### src/rtl/jstk_spi_master.sv
// PmodJSTK poller: one 5-byte SPI mode-0 transaction every POLL_PERIOD idle cycles,
// decoded into joystick X/Y samples and button state, presented atomically in DONE.
module jstk_spi_master #(
   parameter int CLK_DIV     = 125,
   parameter int SS_SETUP    = 1000,
   parameter int BYTE_GAP    = 1000,
   parameter int POLL_PERIOD = 500000
) (
   input  logic       clk,
   input  logic       clr,
   input  logic [1:0] leds,
   input  logic       miso,
   output logic       sclk,
   output logic       ss_n,
   output logic       mosi,
   output logic [9:0] joy_x,
   output logic [9:0] joy_y,
   output logic [2:0] buttons,
   output logic       data_valid,
   output logic       busy
);

   typedef enum logic [2:0] {
      ST_IDLE  = 3'd0,
      ST_SETUP = 3'd1,
      ST_SHIFT = 3'd2,
      ST_GAP   = 3'd3,
      ST_DONE  = 3'd4
   } state_t;

   localparam logic [19:0] POLL_LAST  = 20'(POLL_PERIOD - 1);
   localparam logic [19:0] SETUP_LAST = 20'(SS_SETUP - 1);
   localparam logic [19:0] GAP_LAST   = 20'(BYTE_GAP - 1);
   localparam logic [19:0] HALF_BIT   = 20'(CLK_DIV);
   localparam logic [19:0] BIT_LAST   = 20'(2 * CLK_DIV - 1);

   state_t      state_q, state_d;
   logic [19:0] cnt_q, cnt_d;
   logic [2:0]  bit_idx_q, bit_idx_d;
   logic [2:0]  byte_idx_q, byte_idx_d;
   logic [7:0]  tx_q, tx_d;
   logic [6:0]  rx_shift_q, rx_shift_d;
   logic [7:0]  rx0_q, rx0_d;
   logic [1:0]  rx1_q, rx1_d;
   logic [7:0]  rx2_q, rx2_d;
   logic [1:0]  rx3_q, rx3_d;
   logic        miso_meta_q, miso_s_q;
   logic        sclk_q, sclk_d;
   logic        ss_n_q, ss_n_d;
   logic        mosi_q, mosi_d;
   logic [9:0]  joy_x_q, joy_x_d;
   logic [9:0]  joy_y_q, joy_y_d;
   logic [2:0]  buttons_q, buttons_d;
   logic        data_valid_q, data_valid_d;
   logic        busy_q, busy_d;
   logic        bit_end_s;
   logic [7:0]  rx_byte_s;

   // The clk edge ending a bit's high phase is also the one that drops sclk.
   assign bit_end_s = (state_q == ST_SHIFT) && (cnt_q == BIT_LAST);
   assign rx_byte_s = {rx_shift_q, miso_s_q};

   assign sclk       = sclk_q;
   assign ss_n       = ss_n_q;
   assign mosi       = mosi_q;
   assign joy_x      = joy_x_q;
   assign joy_y      = joy_y_q;
   assign buttons    = buttons_q;
   assign data_valid = data_valid_q;
   assign busy       = busy_q;

   // State and datapath registers.
   always_ff @(posedge clk or posedge clr) begin
      if (clr) begin
         state_q      <= ST_IDLE;
         cnt_q        <= 20'd0;
         bit_idx_q    <= 3'd7;
         byte_idx_q   <= 3'd0;
         tx_q         <= 8'h00;
         rx_shift_q   <= 7'd0;
         rx0_q        <= 8'h00;
         rx1_q        <= 2'd0;
         rx2_q        <= 8'h00;
         rx3_q        <= 2'd0;
         miso_meta_q  <= 1'b0;
         miso_s_q     <= 1'b0;
         sclk_q       <= 1'b0;
         ss_n_q       <= 1'b1;
         mosi_q       <= 1'b0;
         joy_x_q      <= 10'd512;
         joy_y_q      <= 10'd512;
         buttons_q    <= 3'd0;
         data_valid_q <= 1'b0;
         busy_q       <= 1'b0;
      end else begin
         state_q      <= state_d;
         cnt_q        <= cnt_d;
         bit_idx_q    <= bit_idx_d;
         byte_idx_q   <= byte_idx_d;
         tx_q         <= tx_d;
         rx_shift_q   <= rx_shift_d;
         rx0_q        <= rx0_d;
         rx1_q        <= rx1_d;
         rx2_q        <= rx2_d;
         rx3_q        <= rx3_d;
         miso_meta_q  <= miso;
         miso_s_q     <= miso_meta_q;
         sclk_q       <= sclk_d;
         ss_n_q       <= ss_n_d;
         mosi_q       <= mosi_d;
         joy_x_q      <= joy_x_d;
         joy_y_q      <= joy_y_d;
         buttons_q    <= buttons_d;
         data_valid_q <= data_valid_d;
         busy_q       <= busy_d;
      end
   end

   // Next-state logic.
   always_comb begin
      state_d = state_q;
      case (state_q)
         ST_IDLE: begin
            if (cnt_q == POLL_LAST) state_d = ST_SETUP;
            else                    state_d = ST_IDLE;
         end
         ST_SETUP: begin
            if (cnt_q == SETUP_LAST) state_d = ST_SHIFT;
            else                     state_d = ST_SETUP;
         end
         ST_SHIFT: begin
            if (bit_end_s && (bit_idx_q == 3'd0)) begin
               if (byte_idx_q == 3'd4) state_d = ST_DONE;
               else                    state_d = ST_GAP;
            end else begin
               state_d = ST_SHIFT;
            end
         end
         ST_GAP: begin
            if (cnt_q == GAP_LAST) state_d = ST_SHIFT;
            else                   state_d = ST_GAP;
         end
         ST_DONE: state_d = ST_IDLE;
         default: state_d = ST_IDLE;
      endcase
   end

   // Datapath and registered-output values, derived from the state being entered.
   always_comb begin
      bit_idx_d  = bit_idx_q;
      byte_idx_d = byte_idx_q;
      tx_d       = tx_q;
      rx_shift_d = rx_shift_q;
      rx0_d      = rx0_q;
      rx1_d      = rx1_q;
      rx2_d      = rx2_q;
      rx3_d      = rx3_q;
      mosi_d     = mosi_q;
      joy_x_d    = joy_x_q;
      joy_y_d    = joy_y_q;
      buttons_d  = buttons_q;

      if ((state_d != state_q) || bit_end_s) cnt_d = 20'd0;
      else                                   cnt_d = cnt_q + 20'd1;

      case (state_q)
         ST_IDLE: begin
            if (state_d == ST_SETUP) tx_d = {6'b100000, leds};
            else                     tx_d = tx_q;
         end
         ST_SETUP: begin
            if (state_d == ST_SHIFT) begin
               mosi_d     = tx_q[7];
               bit_idx_d  = 3'd7;
               byte_idx_d = 3'd0;
            end else begin
               mosi_d = mosi_q;
            end
         end
         ST_SHIFT: begin
            if (bit_end_s) begin
               rx_shift_d = rx_byte_s[6:0];
               tx_d       = {tx_q[6:0], 1'b0};
               mosi_d     = tx_q[6];
               bit_idx_d  = bit_idx_q - 3'd1;
               if (bit_idx_q == 3'd0) begin
                  case (byte_idx_q)
                     3'd0:    rx0_d = rx_byte_s;
                     3'd1:    rx1_d = rx_byte_s[1:0];
                     3'd2:    rx2_d = rx_byte_s;
                     3'd3:    rx3_d = rx_byte_s[1:0];
                     default: rx0_d = rx0_q;
                  endcase
               end else begin
                  rx0_d = rx0_q;
               end
            end else begin
               tx_d = tx_q;
            end
         end
         ST_GAP: begin
            if (state_d == ST_SHIFT) begin
               byte_idx_d = byte_idx_q + 3'd1;
               bit_idx_d  = 3'd7;
               tx_d       = 8'h00;
               mosi_d     = 1'b0;
            end else begin
               tx_d = tx_q;
            end
         end
         ST_DONE: tx_d = tx_q;
         default: tx_d = tx_q;
      endcase

      // Byte 4 is still in the shifter on the edge entering DONE.
      if (state_d == ST_DONE) begin
         joy_x_d   = {rx1_q, rx0_q};
         joy_y_d   = {rx3_q, rx2_q};
         buttons_d = rx_byte_s[2:0];
      end else begin
         buttons_d = buttons_q;
      end

      ss_n_d       = !((state_d == ST_SETUP) || (state_d == ST_SHIFT) || (state_d == ST_GAP));
      sclk_d       = (state_d == ST_SHIFT) && (cnt_d >= HALF_BIT);
      busy_d       = (state_d != ST_IDLE);
      data_valid_d = (state_d == ST_DONE);
   end

endmodule

### config.mk
export PLATFORM = sky130hd
export DESIGN_NAME = jstk_spi_master
export DESIGN_NICKNAME = d
export VERILOG_FILES = /design/src/rtl/jstk_spi_master.sv
export SDC_FILE = /design/constraint.sdc
export NUM_CORES = 1
export LEC_CHECK = 0
export CAP_MARGIN = 40
export CORE_ASPECT_RATIO = 1.2
export CORE_UTILIZATION = 58
export CTS_CLUSTER_SIZE = 30
export DETAILED_ROUTE_END_ITERATION = 16
export PLACE_DENSITY_LB_ADDON = 0.15
export SETUP_SLACK_MARGIN = 0.1
export SLEW_MARGIN = 30
export SYNTH_ARGS = -nofsm -noshare
export SYNTH_HDL_FRONTEND = slang
export SYNTH_SLANG_ARGS = --single-unit
### constraint.sdc
create_clock -name clk -period 3.7 [get_ports clk]
set_input_delay 0.74 -clock clk [delete_from_list [all_inputs] [get_ports clk]]
set_output_delay 0.74 -clock clk [all_outputs]
set_load 0.01 [all_outputs]
==> implementation parameters, run 1 <==
Parameter                              Value

Finish
  Total of fill cells in the finished design ... roughly 540
  Layout cell share with drive strength beyond 1 ... 14.6%
  Fin nets ... around 430
  Layout-stage area growth over the synthesis result ... 14.5%
  Antenna diode count ... 0

Setup path
  Endpoint arrival time on the critical path ... roughly 3.2 ns
  Top cell family by delay on the critical path ... simple AND/OR/NAND/NOR gates
  Critical path startpoint category ... flip-flop
  Required time of the critical path ... approximately 4.0 ns
  Worst Reg2Reg Path Length in Cells ... 6
  Element type at the critical path end ... flip-flop
  Crit Path Category ... flip-flop to flip-flop
  Largest driver fanout on the critical path ... 12
  Critical path depth ... 6
  Buffering stage count on the worst path with inverters included ... 0
  List of cells traversed by the critical path ... or4_4 > nor4_4 > nand3_2 > nor3_2 > and2_1 > mux2_2
  Critical-path cell with the highest stage delay ... sky130_fd_sc_hd__or4_4
  CP peak stage delay ... 0.58 ns

Hold path
  Hold depth ... 0
  Class of the tightest hold or removal check ... flip-flop to flip-flop

Synth
  Yosys Warn Count ... 0
  Number of distinct standard cells referenced by the synthesized netlist ... 50
  Complex-gate fraction of the synthesized area ... under 10%
  Combinational family with the most area after synthesis ... simple AND/OR/NAND/NOR gates
  Simple-Gate Fraction of Synth Area ... 18.2%
  Proportion of synthesized chip area in sequential cells ... a little over half
  Share of flip-flops with an asynchronous set or reset after synthesis ... 100%
  Multiplexer share of the synthesized area ... roughly an eighth
  Xor/xnor cell area share of the yosys netlist ... about 4.2%
  Most instantiated flip-flop cell in the synthesis netlist ... sky130_fd_sc_hd__dfrtp_1
  Number of nets produced by synthesis ... around 410
  Adder and majority gate portion of the synthesized area ... between 2 and 3%
  Mean Syn Cell Area ... approximately 11 µm²
  Area of the mapped netlist ... 0.00440 mm²
  Number of synthesized register bits ... 94
  Gate count of the mapped netlist ... approximately 390
  Number of flops mapped to enable cells by yosys ... 0

Clock tree
  # Post-CTS Setup Buffers ... 0
  Cts bufs inserted ... 9
  Root Driver ... sky130_fd_sc_hd__clkbuf_8
  Source-to-sink clock delay at the later pin of the worst-skew pair ... approximately 0.36 ns
  Clk slew on worst S/H paths ... roughly 0.1 ns
  Clock sinks ... 94
  CTS tree ... built
  Max H-tree Level ... 3
  Count of cells resized by post-cts repair ... 0
  Post-CTS Hold Fix Bufs ... 0
  Max Buffers Root-to-Sink ... 2

Floorplanning
  Placeable core region ... 0.00732 mm²
  Die Ht ... roughly 100 µm
  Std cell rows ... 34
  Starting density of the core ... about three fifths
  Die width ... 81.6 µm
  Die Outline Area ... slightly below 0.008 mm²
  Ports placed on the boundary ... 33

STA
  Max frequency ... 339 MHz
  Final hold slack ... approximately 0.35 ns
  Finish-stage setup viols ... 0
  Final-report hold violation count ... 0
  Final period utilization ... about 80%
  Final worst path period need ... around 3.0 ns
  Fin. max-slew vios ... 0
  Setup Total Neg Slack ... 0 ns
  Tightest slew margin relative to the limit ... 68.3%
  Unrepaired setup endpoints after global routing ... false
  Slack of the critical path ... roughly 0.75 ns
  Least-Margin Pin Slew ... approximately 0.48 ns
  Setup skew after layout ... 0.0125 ns

GRT
  Via count of the first global-routing pass ... between 2,000 and 3,000
  GRT Overall Usage ... a little under a quarter
  Total grt overflow ... 0
  Maximum number of pins on one net before global-route repair ... 55
  Antenna violations before repair ... 0
  Wire length of the first global-routing pass ... 13,600 µm

Pwr
  Cell-internal power ... ~1.5 mW
  Largest vdd supply drop ... roughly 0.27 mV
  LEAKAGE ... 2.36 nW
  Switching power ... between 300 and 400 µW
  Power share of the clock group ... 43.5%
  Power density over the cells ... around 370 mW/mm²
  Combinational share of power ... under 10%
  Switch share ... between 20% and 30%
  Sequential power share ... around 55%

Flow run
  Number of violations of the max-capacitance limit ... 0

Routing
  DRC viols ... 0
  Final routed wirelength across all metal layers ... between 8000 and 9000 µm
  Drt first pass iters ... 4
  DR vias/cell ... 5.53
  Remaining number of nets flagged by the antenna check after routing ... 0
  Detailed router's first-iteration violation count ... between 90 and 100
  Wirelength per Cell ... between 15 and 20 µm
  Vias after detailed routing ... ~2,800

Place
  Count of port buffers added during placement ... 32
  Worst-case setup slack after placement ... between 0.7 and 0.8 ns
  Placer Congestion ... between 0.8 and 0.9
  Final HPWL DP ... between 5000 and 6000 µm

Status
  Outcome ... completed
[layout make-up]
cell class	instances	area, µm²	share of cell area [%]
inverters	15	57.6	1.14
multi-input cells	263	1880	37.2
clock buffers	10	128	2.53
well taps	90	113	2.23
flip-flops and latches	94	2360	46.8
clock inverters	6	118	2.33
repair buffers	37	390	7.74
[synth_stat cells, types with 7 or more instances]
cell type	instances	area [µm²]
sky130_fd_sc_hd__and3_1	8	50.1
sky130_fd_sc_hd__o21ai_0	7	35.0
sky130_fd_sc_hd__a21oi_1	7	35.0
sky130_fd_sc_hd__clkbuf_1	13	48.8
sky130_fd_sc_hd__dfrtp_1	88	2200
sky130_fd_sc_hd__xnor2_1	11	96.3
sky130_fd_sc_hd__ha_1	9	113
sky130_fd_sc_hd__nand2_1	45	169
sky130_fd_sc_hd__xor2_1	10	87.6
sky130_fd_sc_hd__mux2_1	21	236
sky130_fd_sc_hd__mux2_2	24	270
sky130_fd_sc_hd__nor2_1	37	139
sky130_fd_sc_hd__inv_1	15	56.3
sky130_fd_sc_hd__nand3_1	14	70.1
[power by group through the flow]
stage / combinational [mW] / sequential, mW / clock, mW
global placement: 0.0276 / 1.05 / 0
CTS: 0.0285 / 1.03 / 0.837
global route: 0.0350 / 1.03 / 0.878
detailed placement: 0.0286 / 1.05 / 0
floorplan: 0.0155 / 1.05 / 0
finish: 0.0302 / 1.03 / 0.815
[final timing paths]
| path | startpoint | end | slack (ns) |
|---|---|---|---|
| min reg2reg | miso_meta_q | miso_s_q | 0.35 |
| min | miso_meta_q | miso_s_q | 0.35 |
| min in group asynchronous | clr | rx3_q[1] | 0.63 |
| max | cnt_q[12] | rx0_q[6] | 0.75 |
| max reg2reg | cnt_q[12] | rx0_q[6] | 0.75 |
| max in group asynchronous | clr | bit_idx_q[1] | 2.23 |
[registers in the layout, summed over array words and instances, names as in the netlist]
signal	count
miso_meta_q	1
sclk	1
cnt_q	20
byte_idx_q	3
ss_n	1
state_q	3
busy	1
rx2_q	8
tx_q	8
mosi	1
data_valid	1
rx1_q	2
joy_y	10
miso_s_q	1
buttons	3
rx_shift_q	7
rx3_q	2
bit_idx_q	3
rx0_q	8
joy_x	10
[metrics by stage]
step | area, µm² | cells | util (%) | power [mW]
6_report | 5040 | 515 | 68.9 | 1.87
5_1_grt | 5040 | 515 | 68.9 | 1.94
4_1_cts | 5010 | 514 | 68.5 | 1.90
3_5_place_dp | 4770 | 498 | 65.2 | 1.08
3_3_place_gp | 4770 | 498 | 65.2 | 1.08
2_1_floorplan | 4400 | 394 | - | 1.06
[cell usage in the layout, fill, tap and decap left out, types with 3 or more instances in the layout]
| cell | instances |
|---|---|
| sky130_fd_sc_hd__buf_4 | 3 |
| sky130_fd_sc_hd__nand3_1 | 14 |
| sky130_fd_sc_hd__clkbuf_8 | 9 |
| sky130_fd_sc_hd__mux2_1 | 21 |
| sky130_fd_sc_hd__and3_1 | 8 |
| sky130_fd_sc_hd__or2_2 | 4 |
| sky130_fd_sc_hd__nand2_1 | 45 |
| sky130_fd_sc_hd__mux2_2 | 24 |
| sky130_fd_sc_hd__inv_1 | 14 |
| sky130_fd_sc_hd__a21oi_1 | 7 |
| sky130_fd_sc_hd__dfrtp_1 | 88 |
| sky130_fd_sc_hd__xnor2_1 | 11 |
| sky130_fd_sc_hd__bufinv_16 | 3 |
| sky130_fd_sc_hd__dfstp_2 | 6 |
| sky130_fd_sc_hd__mux2i_1 | 6 |
| sky130_fd_sc_hd__nor3_1 | 6 |
| sky130_fd_sc_hd__and4_1 | 6 |
| sky130_fd_sc_hd__nand2b_1 | 6 |
| sky130_fd_sc_hd__nand4_1 | 5 |
| sky130_fd_sc_hd__o21ai_0 | 7 |
| sky130_fd_sc_hd__xor2_1 | 10 |
| sky130_fd_sc_hd__and2_1 | 6 |
| sky130_fd_sc_hd__nor2_1 | 37 |
| sky130_fd_sc_hd__ha_1 | 9 |
| sky130_fd_sc_hd__clkdlybuf4s50_1 | 32 |
[metal layers]
metal / vias up / wire (µm) / track usage, %
met3: 15 / 167 / 4.98
met2: 37 / 4250 / 38.8
met5: - / 0 / 0
met1: 1401 / 3500 / 27.8
met4: 0 / 154 / 9.34
li1: 1396 / - / -
[worst register-to-register path, delay by kind of cell (launching register included)]
family / cells / cell delay, ns
mux: 1 / 0.40
flops: 1 / 0.45
simple gates: 5 / 1.99
[cells by family (layout without fill, tap and decap cells)]
family / Yosys count / count (layout)
xor gates and xnor gates: 21 / 21
muxes: 51 / 51
and+or+nand+nor: 152 / 152
buffers and inverters: 37 / 68
DFF: 94 / 94
adders and majority gates: 9 / 9
AOI/OAI and AO/OA: 30 / 30
No activity file was read; power rests on OpenSTA's default activity.
==> run 2, diff against run 1 <==
--- a/config.mk
+++ b/config.mk
@@ -7,7 +7,7 @@
 export LEC_CHECK = 0
 export CAP_MARGIN = 40
 export CORE_ASPECT_RATIO = 1.2
-export CORE_UTILIZATION = 58
+export CORE_UTILIZATION = 53
 export CTS_CLUSTER_SIZE = 30
 export DETAILED_ROUTE_END_ITERATION = 16
 export PLACE_DENSITY_LB_ADDON = 0.15
==> constraint.sdc (replaced) <==
create_clock -name clk -period 2.6 [get_ports clk]
set_input_delay 0.52 -clock clk [delete_from_list [all_inputs] [get_ports clk]]
set_output_delay 0.52 -clock clk [all_outputs]
set_load 0.01 [all_outputs]
==> implementation parameters, run 2 (synthesized netlist as in run 1, its figures left out) <==
Parameter                              Value

Status
  Outcome ... completed

Setup path
  Endpoint arrival time on the critical path ... 2.64 ns
  Critical Path End ... rx0_q[4]
  FF-to-FF setup slack ... 0.21 ns
  Required time of the critical path ... about 2.9 ns
  Element type at the critical path end ... flip-flop
  RR Startpoint ... cnt_q[12]
  Crit Path Category ... flip-flop to flip-flop
  Capture point of the worst reg-to-reg path ... rx0_q[4]
  Beginning of the critical path ... cnt_q[12]
  Worst Reg2Reg Path Length in Cells ... 6
  Critical path startpoint category ... flip-flop
  Largest driver fanout on the critical path ... 8

GRT
  GRT Overall Usage ... approximately a fifth
  Via count of the first global-routing pass ... about 2,800
  Wire length of the first global-routing pass ... 13,700 µm
  Maximum number of pins on one net before global-route repair ... 42
  Total grt overflow ... 0
  Antenna violations before repair ... 0

Floorplanning
  Die Ht ... 102 µm
  Die width ... about 85 µm
  Ports placed on the boundary ... 33
  Die Outline Area ... approximately 0.0087 mm²
  Std cell rows ... 36
  Placeable core region ... 0.00811 mm²
  Starting density of the core ... 54.3%

Routing
  DR vias/cell ... ~5.5
  Drt first pass iters ... 4
  Vias after detailed routing ... 2,954
  Final routed wirelength across all metal layers ... around 7900 µm
  DRC viols ... 0
  Wirelength per Cell ... ~15 µm
  Detailed router's first-iteration violation count ... 99
  Remaining number of nets flagged by the antenna check after routing ... 0

Clock tree
  Max H-tree Level ... 3
  Root Driver ... sky130_fd_sc_hd__clkbuf_8
  Source-to-sink clock delay at the later pin of the worst-skew pair ... between 0.3 and 0.4 ns
  Cts bufs inserted ... 9
  # Post-CTS Setup Buffers ... 0
  CTS tree ... built
  Clk slew on worst S/H paths ... around 0.10 ns
  Max Buffers Root-to-Sink ... 2
  Clock sinks ... between 90 and 100
  Post-CTS Hold Fix Bufs ... 0

STA
  Slack of the critical path ... about 0.21 ns
  Final hold slack ... 0.360 ns
  Setup Total Neg Slack ... 0 ns
  Tightest slew margin relative to the limit ... between 60% and 70%
  Unrepaired setup endpoints after global routing ... true
  Setup skew after layout ... around 0.013 ns
  Final period utilization ... between 90% and 100%
  Finish-stage setup viols ... 0
  Final-report hold violation count ... 0
  Max frequency ... between 400 and 500 MHz
  Fin. max-slew vios ... 0
  Final worst path period need ... 2.39 ns
  Least-Margin Pin Slew ... between 0.5 and 0.6 ns

Finish
  Layout cell share with drive strength beyond 1 ... 18.4%
  Leading cell types in the layout, fill and taps excluded ... sky130_fd_sc_hd__dfrtp_1 (88), sky130_fd_sc_hd__nand2_1 (45), sky130_fd_sc_hd__nor2_1 (37), sky130_fd_sc_hd__clkdlybuf4s50_1 (32), sky130_fd_sc_hd__mux2_2 (24)
  Largest register FFs ... 20
  Most common library cell in the layout ignoring fill and taps ... sky130_fd_sc_hd__dfrtp_1
  Storage cell area ... ~0.0024 mm²
  Total of fill cells in the finished design ... roughly 660
  Fin nets ... 450
  Layout-stage area growth over the synthesis result ... 16.4%
  Total area of multi-input combinational cells ... 0.00188 mm²
  Antenna diode count ... 0
  Biggest register ... cnt_q

Pwr
  Switch share ... 24.0%
  Power density over the cells ... between 400 and 500 mW/mm²
  Power share of the clock group ... between 30% and 40%
  Largest vdd supply drop ... ~0.28 mV
  Combinational share of power ... under 10%
  Cell-internal power ... about 1.8 mW
  Sequential power share ... 60.4%
  LEAKAGE ... 2.41 nW
  Switching power ... 582 µW

Hold path
  Class of the tightest hold or removal check ... flip-flop to flip-flop

Place
  Worst-case setup slack after placement ... approximately 0.11 ns
  Count of port buffers added during placement ... 32
  Final HPWL DP ... approximately 5800 µm
  Placer Congestion ... approximately 0.82

Flow run
  Number of violations of the max-capacitance limit ... 0
[run 2: layout make-up]
cell class,instances,area share [%]
flip-flops and latches,94,46.0
multi-input cells,263,36.7
inverters,15,1.17
clock inverters,7,1.25
clock buffers,9,2.42
well taps,95,2.32
repair buffers,53,10.1
[run 2: what timing repair did]
| item | 4_1_cts | 5_1_grt |
|---|---|---|
| resized for setup | 1 | 2 |
| endpoints found under the hold margin | 0 | 0 |
| pin swaps | 0 | 0 |
| setup endpoints to repair | 4 | 18 |
| cloned | 0 | 0 |
[run 2: stage by stage]
stage	power, mW	cell area [µm²]	util (%)	std cells
3_5_place_dp	1.54	4930	60.8	520
3_3_place_gp	1.54	4930	60.8	520
5_1_grt	2.52	5120	63.2	536
2_1_floorplan	1.51	4410	-	394
4_1_cts	2.45	5120	63.1	536
6_report	2.42	5120	63.2	536
[run 2: power groups by stage]
stage                     registers [mW]  logic (mW)  clock network (mW)
after floorplan                     1.49      0.0224                   0
after global placement              1.49      0.0434                   0
after detailed placement            1.49      0.0446                   0
after CTS                           1.46      0.0445               0.944
after global routing                1.46      0.0493                1.00
final                               1.46      0.0416               0.919
[run 2: per-layer routing]
layer	part of all wire [%]	GRT usage [%]
met5	0	0
met4	2.2	9.65
met3	1.9	3.31
met2	51	34.7
met1	44	25.6
[run 2: how the worst min path moves through the flow]
stage | slack (ns) | end | cells after the start | startpoint
CTS | 0.37 | miso_s_q | 0 | miso_meta_q
floorplan | 0.33 | miso_s_q | 0 | miso_meta_q
detailed placement | 0.34 | miso_s_q | 0 | miso_meta_q
finish | 0.36 | miso_s_q | 0 | miso_meta_q
global route | 0.38 | miso_s_q | 0 | miso_meta_q
global placement | 0.33 | miso_s_q | 0 | miso_meta_q
[run 2: critical path: stages, from the launching register on]
cell	delay (ns)
sky130_fd_sc_hd__dfrtp_1	0.38
sky130_fd_sc_hd__or4_4	0.56
sky130_fd_sc_hd__nor4_4	0.25
sky130_fd_sc_hd__nand3_2	0.19
sky130_fd_sc_hd__nor3_2	0.24
sky130_fd_sc_hd__and2_2	0.30
sky130_fd_sc_hd__mux2_2	0.35
==> run 3, diff against run 2 <==
--- a/config.mk
+++ b/config.mk
@@ -10,8 +10,11 @@
 export CORE_UTILIZATION = 53
 export CTS_CLUSTER_SIZE = 30
 export DETAILED_ROUTE_END_ITERATION = 16
+export HOLD_SLACK_MARGIN = 0.1
 export PLACE_DENSITY_LB_ADDON = 0.15
 export SETUP_SLACK_MARGIN = 0.1
+export SKIP_CTS_REPAIR_TIMING = 1
+export SKIP_LAST_GASP = 1
 export SLEW_MARGIN = 30
 export SYNTH_ARGS = -nofsm -noshare
 export SYNTH_HDL_FRONTEND = slang
==> results of run 3 <==
No change in the layout: final DEF, timing and power equal those of run 2.
